--- config.mk ---
export PLATFORM = sky130hd
export DESIGN_NAME = pipe_stage
export DESIGN_NICKNAME = d
export VERILOG_FILES = /design/src/rtl/pipe_stage.sv
export SDC_FILE = /design/constraint.sdc
export NUM_CORES = 1
export LEC_CHECK = 0
export CORE_MARGIN = 8
export CORE_UTILIZATION = 35
export DETAILED_ROUTE_END_ITERATION = 10
export GPL_TIMING_DRIVEN = 0
export PLACE_DENSITY_LB_ADDON = 0.08
export SETUP_SLACK_MARGIN = 0.1
export SLEW_MARGIN = 0
export SYNTH_ARGS = -nofsm -noshare
export SYNTH_HDL_FRONTEND = slang
export SYNTH_SLANG_ARGS = --single-unit
export TNS_END_PERCENT = 30
--- constraint.sdc ---
create_clock -name clk -period 2.4 [get_ports clk]
set_clock_uncertainty 0.05 [all_clocks]
set_input_delay 0.48 -clock clk [delete_from_list [all_inputs] [get_ports clk]]
set_output_delay 0.48 -clock clk [all_outputs]
set_load 0.01 [all_outputs]
--- src/rtl/pipe_stage.sv ---
// Two-entry skid-buffer pipeline stage (main + skid registers); all outputs come from registered state.
// Optional synchronous flush port enabled by defining PIPE_STAGE_FLUSH_EN.
module pipe_stage #(
    parameter int               WIDTH     = 32,
    parameter logic [WIDTH-1:0] RESET_VAL = '0
) (
    input  logic             clk,
    input  logic             rst,
    input  logic             in_valid,
    input  logic [WIDTH-1:0] in_data,
    output logic             in_ready,
    output logic             out_valid,
    output logic [WIDTH-1:0] out_data,
    input  logic             out_ready,
    output logic [1:0]       count
`ifdef PIPE_STAGE_FLUSH_EN
    ,
    input  logic             flush
`endif
);

    localparam logic [1:0] ST_EMPTY = 2'd0;
    localparam logic [1:0] ST_ONE   = 2'd1;
    localparam logic [1:0] ST_TWO   = 2'd2;

    logic [1:0]       r_state;
    logic [WIDTH-1:0] r_main;
    logic [WIDTH-1:0] r_skid;

    logic [1:0]       w_state_next;
    logic             w_main_load;
    logic             w_main_from_skid;
    logic             w_skid_load;
    logic [WIDTH-1:0] w_main_next;
    logic             w_in_fire;
    logic             w_out_fire;

    assign out_valid = (r_state != ST_EMPTY);
    assign in_ready  = (r_state != ST_TWO);
    assign out_data  = r_main;
    assign count     = (r_state == ST_TWO) ? 2'd2 :
                       (r_state == ST_ONE) ? 2'd1 : 2'd0;

    assign w_in_fire  = in_valid & in_ready;
    assign w_out_fire = out_valid & out_ready;

    always_comb begin
        w_state_next     = r_state;
        w_main_load      = 1'b0;
        w_main_from_skid = 1'b0;
        w_skid_load      = 1'b0;
        case (r_state)
            ST_EMPTY: begin
                if (w_in_fire) begin
                    w_main_load  = 1'b1;
                    w_state_next = ST_ONE;
                end
            end
            ST_ONE: begin
                if (w_in_fire && w_out_fire) begin
                    w_main_load = 1'b1;
                end else if (w_in_fire) begin
                    w_skid_load  = 1'b1;
                    w_state_next = ST_TWO;
                end else if (w_out_fire) begin
                    w_state_next = ST_EMPTY;
                end
            end
            ST_TWO: begin
                // in_ready is low here, so only the drain path can move
                if (w_out_fire) begin
                    w_main_load      = 1'b1;
                    w_main_from_skid = 1'b1;
                    w_state_next     = ST_ONE;
                end
            end
            default: w_state_next = ST_EMPTY;
        endcase
`ifdef PIPE_STAGE_FLUSH_EN
        if (flush) begin
            w_state_next = ST_EMPTY;
            w_main_load  = 1'b0;
            w_skid_load  = 1'b0;
        end
`endif
    end

    assign w_main_next = w_main_from_skid ? r_skid : in_data;

    always_ff @(posedge clk or posedge rst) begin
        if (rst) begin
            r_state <= ST_EMPTY;
            r_main  <= RESET_VAL;
            r_skid  <= RESET_VAL;
        end else begin
            r_state <= w_state_next;
            if (w_main_load) r_main <= w_main_next;
            if (w_skid_load) r_skid <= in_data;
        end
    end

endmodule

==> impl_metrics.env, run 1 <==
export IMPL_path_clk_slew_ns=0.07
export IMPL_cp_required_ns=1.87
export IMPL_gp_congestion=0.7157
export IMPL_gr_total_overflow=0
export IMPL_cts_setup_buffers=0
export IMPL_worst_pin_slew_ns=0.8040
export IMPL_ctsResizeCount=0
export IMPL_initial_core_util_pct=35.77
export IMPL_cts_max_level=3
export IMPL_cts_hold_buf=0
export IMPL_syn_inst=192
export IMPL_final_layout_size_suffix_gt1_share_pct=41.37
export IMPL_yosys_warnings=0
export IMPL_synth_fa_ha_area_share_pct=0
export IMPL_routed_wl_mm=5.985
export IMPL_dp_slack_ns=-0.06208
export IMPL_setup_violations=0
export IMPL_grt_pass1_wl_mm=10.02
export IMPL_synth_top_family_by_area="multiplexers"
export IMPL_cts_buffer_depth=2
export IMPL_setup_slack_ns=0.2815
export IMPL_die_w_um=107.4
export IMPL_final_nets=310
export IMPL_cts_tree="built"
export IMPL_io_buffers=71
export IMPL_p_leak_nw=1.635
export IMPL_synthSimpleGateAreaFrac_pct=3.038
export IMPL_p_total_mw=3.855
export IMPL_syn_avg_cell_area_sq_um=15.23
export IMPL_path_buf_inv=1
export IMPL_antenna_found_initial=0
export IMPL_yosysSeqAreaShare_pct=56.48
export IMPL_critPathMaxStageDelay_ns=0.49
export IMPL_die_area_sq_um=11530
export IMPL_clock_sinks=66
export IMPL_synth_xor_xnor_area_share_pct=0
export IMPL_slowest_stage="clkdlybuf4s50_1"
export IMPL_critPathLaunchType="flip-flop"
export IMPL_die_y_um=107.4
export IMPL_grt_use_total_pct=10.93
export IMPL_antenna_left=0
export IMPL_cap_viol_max_count=0
export IMPL_fmax_mhz=472.0
export IMPL_cts_buffers=9
export IMPL_place_hpwl_mm=4.215
export IMPL_fill_cells=747
export IMPL_setup_worst_path_class="reg2out"
export IMPL_grt_pass1_vias=2067
export IMPL_drv_slew=0
export IMPL_ios=72
export IMPL_viasPerCell=4.684
export IMPL_grt_max_degree=67
export IMPL_p_per_area_nw_per_um2=975.0
export IMPL_synth_compound_area_share_pct=1.498
export IMPL_antenna_cells=0
export IMPL_syn_nets=228
export IMPL_relSlewSlack_pct=46.40
export IMPL_routedWlPerCell_um=15.63
export IMPL_synth_area_sq_um=2924
export IMPL_hp_class="reg2reg"
export IMPL_ir_drop_uv=371.9
export IMPL_period_minus_slack_ns=2.119
export IMPL_clock_latency_ns=0.32
export IMPL_synthMuxAreaShare_pct=35.90
export IMPL_synth_seq_cells=66
export IMPL_cp_arrival_ns=1.59
export IMPL_cp_max_fo=6
export IMPL_outcome="finished clean"
export IMPL_cts_root_buffer="clkbuf_8"
export IMPL_rsz0062_at_grt="false"
export IMPL_drt_pass1_iterations=3
export IMPL_drc=0
export IMPL_drt_initial_drc_count=14
export IMPL_area_growth_pct=35.22
export IMPL_period_share_pct=88.27
export IMPL_critical_path_endpoint_type="output port"
export IMPL_hold_viol_final=0
export IMPL_cp_cell_sequence="or2_2 > clkdlybuf4s50_1"
export IMPL_rows=33
export IMPL_vias=1794
export IMPL_core_sq_um=8175
export IMPL_critical_path_top_delay_family="buffers and inverters"
export IMPL_ys_types=21
-- metrics by stage --
stage | instances | setup TNS (ns) | cell area (sq um) | hold slack, ns | util, %
after floorplan | 192 | 0 | 2924 | 0.4041 | -
after global placement | 368 | -77.79 | 3766 | 0.4178 | 46.07
after detailed placement | 368 | -1.087 | 3769 | 0.4255 | 46.10
after CTS | 383 | 0 | 3954 | 0.4414 | 48.36
after global routing | 383 | 0 | 3954 | 0.4682 | 48.36
final | 383 | 0 | 3954 | 0.4411 | 48.36
-- where the power goes --
part	switching, mW	internal, mW	leakage [nW]	total [mW]
sequential	0.209	1.54	0.776	1.74
clock	0.383	0.500	0.0962	0.883
combinational	0.424	0.803	0.763	1.23
total	1.02	2.84	1.64	3.85
-- cells in the final DEF, fill, tap and decap left out, drive strengths merged --
cell,Yosys,final
a21oi,5,5
and2,1,1
buf,8,8
bufinv,0,1
clkbuf,1,13
clkdlybuf4s50,0,71
clkinv,0,2
dfrtp,66,66
inv,2,2
mux2,89,89
mux2i,4,4
nand2,1,1
nand2b,1,1
nor2,6,6
nor2b,3,3
o21ai,3,3
or2,1,1
or2b,1,1
-- synthesized netlist by cell type --
cell | n | share of area, %
a21oi_1 | 5 | 0.86
and2_1 | 1 | 0.21
buf_4 | 3 | 0.77
buf_6 | 5 | 1.9
clkbuf_1 | 1 | 0.13
dfrtp_1 | 66 | 56
inv_1 | 2 | 0.26
mux2_1 | 1 | 0.39
mux2_2 | 86 | 33
mux2_4 | 2 | 1.0
mux2i_1 | 4 | 1.4
nand2_4 | 1 | 0.39
nand2b_1 | 1 | 0.21
nor2_1 | 5 | 0.64
nor2_2 | 1 | 0.21
nor2b_1 | 2 | 0.43
nor2b_4 | 1 | 0.47
o21ai_0 | 2 | 0.34
o21ai_2 | 1 | 0.30
or2_2 | 1 | 0.21
or2b_1 | 1 | 0.26
-- metal layers --
metal  GRT usage [%]  part of all wire (%)
met5               0                     0
met4           4.559                   1.2
met3           3.772                   5.9
met2           17.65                    48
met1           12.99                    45
-- cells by family after synthesis --
group           count (synthesis)
simple gates                   14
buf+inv                        11
flops                          66
mux                            93
compound gates                  8
-- worst paths after layout --
kind | endpoint | start | depth (start not counted) | slack (ns)
max | out_valid | r_state[0] | 2 | 0.28
min | r_skid[2] | r_skid[2] | 1 | 0.44
max reg2reg | out_data[12] | r_state[1] | 4 | 0.51
min reg2reg | r_skid[2] | r_skid[2] | 1 | 0.44
max in group asynchronous | out_data[31] | rst | 2 | 1.16
min in group asynchronous | out_data[15] | rst | 2 | 0.63
-- layout make-up --
type,count,area [sq um],area share (%)
Buffer,9,82.58,2.089
Tap cell,105,131.4,3.323
Inverter,2,10.01,0.2532
Clock buffer,12,145.1,3.671
Sequential cell,66,1652,41.77
Multi-Input combinational cell,115,1182,29.90
Timing Repair Buffer,71,710.7,17.97
Clock inverter,3,40.04,1.013
-- flip-flops by register name (all words and copies together), names as in the netlist --
signal	flops
r_state	2
out_data	32
r_skid	32
Note: power is estimated with default switching activity, not from simulation.
==> run 2, diff against run 1 <==
--- a/config.mk
+++ b/config.mk
@@ -5,8 +5,8 @@
 export SDC_FILE = /design/constraint.sdc
 export NUM_CORES = 1
 export LEC_CHECK = 0
-export CORE_MARGIN = 8
-export CORE_UTILIZATION = 35
+export CORE_MARGIN = 2
+export CORE_UTILIZATION = 49
 export DETAILED_ROUTE_END_ITERATION = 10
 export GPL_TIMING_DRIVEN = 0
 export PLACE_DENSITY_LB_ADDON = 0.08
==> run 2 against run 1 <==
  * Critical path depth unchanged
  * Routed wire length down 9.8%
  * Total power is 1.2% lower
  * Critical endpoint is now count[1]
  * Largest cell class unchanged
  * Worst setup slack improved by 0.0086 ns
  * Core utilization up 18 points
  * Final area shrank 1.1%
  * Sequential power hardly changed
==> impl_metrics.env, run 2 (synthesis results as in run 1) <==
export IMPL_outcome="finished clean"
export IMPL_cp_required_ns=1.87
export IMPL_rsz0062_at_grt="false"
export IMPL_hp_class="reg2reg"
export IMPL_critPathMaxStageDelay_ns=0.56
export IMPL_grt_pass1_wl_mm=8.818
export IMPL_timing_rr_start="r_state[1]"
export IMPL_vias=1778
export IMPL_worstHoldStart="r_skid[29]"
export IMPL_final_cell_count_no_fill=352
export IMPL_place_hpwl_mm=3.572
export IMPL_dp_slack_ns=-0.05850
export IMPL_setup_slack_ns=0.2901
export IMPL_slowest_stage="clkdlybuf4s50_1"
export IMPL_regToRegSetupSlack_ns=0.48
export IMPL_clock_latency_ns=0.33
export IMPL_fill_cells=462
export IMPL_cts_root_buffer="clkbuf_8"
export IMPL_register_area_sq_um=1652
export IMPL_fmax_mhz=474.0
export IMPL_initial_core_util_pct=49.98
export IMPL_clock_sinks=66
export IMPL_p_total_mw=3.807
export IMPL_routedWlPerCell_um=15.34
export IMPL_place_inst=338
export IMPL_cts_buffer_depth=2
export IMPL_cp_max_fo=6
export IMPL_worst_pin_slew_ns=0.8328
export IMPL_grt_pass1_vias=1823
export IMPL_drt_initial_drc_count=64
export IMPL_period_minus_slack_ns=2.110
export IMPL_setup_worst_path_class="reg2out"
export IMPL_routed_wl_mm=5.398
export IMPL_area_growth_pct=33.68
export IMPL_ios=72
export IMPL_final_nets=310
export IMPL_p_per_area_nw_per_um2=974.0
export IMPL_setup_tns_ns=0
export IMPL_worstHoldPathCells=1
export IMPL_die_w_um=81.25
export IMPL_cts_tree="built"
export IMPL_drv_slew=0
export IMPL_critPathLaunchType="flip-flop"
export IMPL_drc=0
export IMPL_cp_cell_sequence="nor2b_4 > clkdlybuf4s50_1"
export IMPL_layout_common_cells="mux2_2, clkdlybuf4s50_1, dfrtp_1, clkbuf_8"
export IMPL_core_sq_um=5851
export IMPL_ir_drop_uv=570.7
export IMPL_ctsResizeCount=0
export IMPL_layout_commonest_cell="mux2_2"
export IMPL_cts_max_level=3
export IMPL_final_layout_size_suffix_gt1_share_pct=41.88
export IMPL_rows=28
export IMPL_rr_worst_depth=4
export IMPL_setup_violations=0
export IMPL_gr_total_overflow=0
export IMPL_cts_setup_buffers=0
export IMPL_antenna_left=0
export IMPL_drt_pass1_iterations=4
export IMPL_hold_end="r_skid[29]"
export IMPL_grt_max_degree=67
export IMPL_cts_buffers=9
export IMPL_hold_viol_final=0
export IMPL_p_leak_nw=1.630
export IMPL_antenna_cells=0
export IMPL_io_buffers=71
export IMPL_gp_congestion=0.7054
export IMPL_die_area_sq_um=6602
export IMPL_cap_viol_max_count=0
export IMPL_cts_hold_buf=0
export IMPL_antenna_found_initial=0
export IMPL_cp_arrival_ns=1.58
export IMPL_viasPerCell=5.051
export IMPL_grt_use_total_pct=18.28
export IMPL_multi_input_area_sq_um=1182
export IMPL_die_y_um=81.25
export IMPL_path_clk_slew_ns=0.07
export IMPL_timing_rr_end="out_data[13]"
export IMPL_relSlewSlack_pct=44.48
export IMPL_critical_path_endpoint_type="output port"
export IMPL_period_share_pct=87.91
-- run 2: critical path: cells and delay by family, from the launching register on --
family | cells | cell delay (ns)
buf+inv | 1 | 0.56
flops | 1 | 0.43
simple gates | 1 | 0.25
-- run 2: cell type report --
cell class	instances	share of cell area [%]
Buffer	9	2.113
Timing Repair Buffer	71	18.18
Sequential cell	66	42.25
Multi-Input combinational cell	115	30.25
Tap cell	75	2.401
Inverter	2	0.2561
Clock buffer	12	4.225
Clock inverter	2	0.3201
-- run 2: metal layers --
| metal | wire length (um) | vias up | GRT usage (%) |
|---|---|---|---|
| met5 | 0 | - | 0 |
| met4 | 90 | 0 | 11.19 |
| met3 | 251 | 9 | 4.000 |
| met2 | 2418 | 48 | 26.86 |
| met1 | 2637 | 872 | 24.74 |
| li1 | - | 849 | - |
-- run 2: how the worst max path moves through the flow --
stage          startpoint          end  depth (start not counted)
2_1_floorplan         rst  out_data[0]                          1
3_3_place_gp          rst  out_data[8]                          2
3_5_place_dp     in_valid  out_data[7]                          5
4_1_cts        r_state[1]     count[1]                          2
5_1_grt        r_state[1]     count[1]                          2
6_report       r_state[1]     count[1]                          2
-- run 2: power breakdown --
group          total (mW)  internal (mW)  switching, mW
clock network       0.842          0.446          0.396
registers            1.74           1.54          0.206
logic                1.22          0.803          0.419
total                3.81           2.79           1.02
-- run 2: per-stage QoR --
step                      util (%)  instance area [sq um]  hold slack, ns
after floorplan                  -                   2924          0.4041
after global placement       63.73                   3729          0.4158
after detailed placement     63.77                   3731          0.4250
after CTS                    66.81                   3909          0.4583
after global routing         66.81                   3909          0.4649
final                        66.81                   3909          0.4539
==> run 3, diff against run 2 <==
--- a/config.mk
+++ b/config.mk
@@ -5,6 +5,7 @@
 export SDC_FILE = /design/constraint.sdc
 export NUM_CORES = 1
 export LEC_CHECK = 0
+export ABC_CLOCK_PERIOD_IN_PS = 2400
 export CORE_MARGIN = 2
 export CORE_UTILIZATION = 49
 export DETAILED_ROUTE_END_ITERATION = 10
==> results of run 3 <==
Final layout, timing and power as in run 2 (identical DEF).
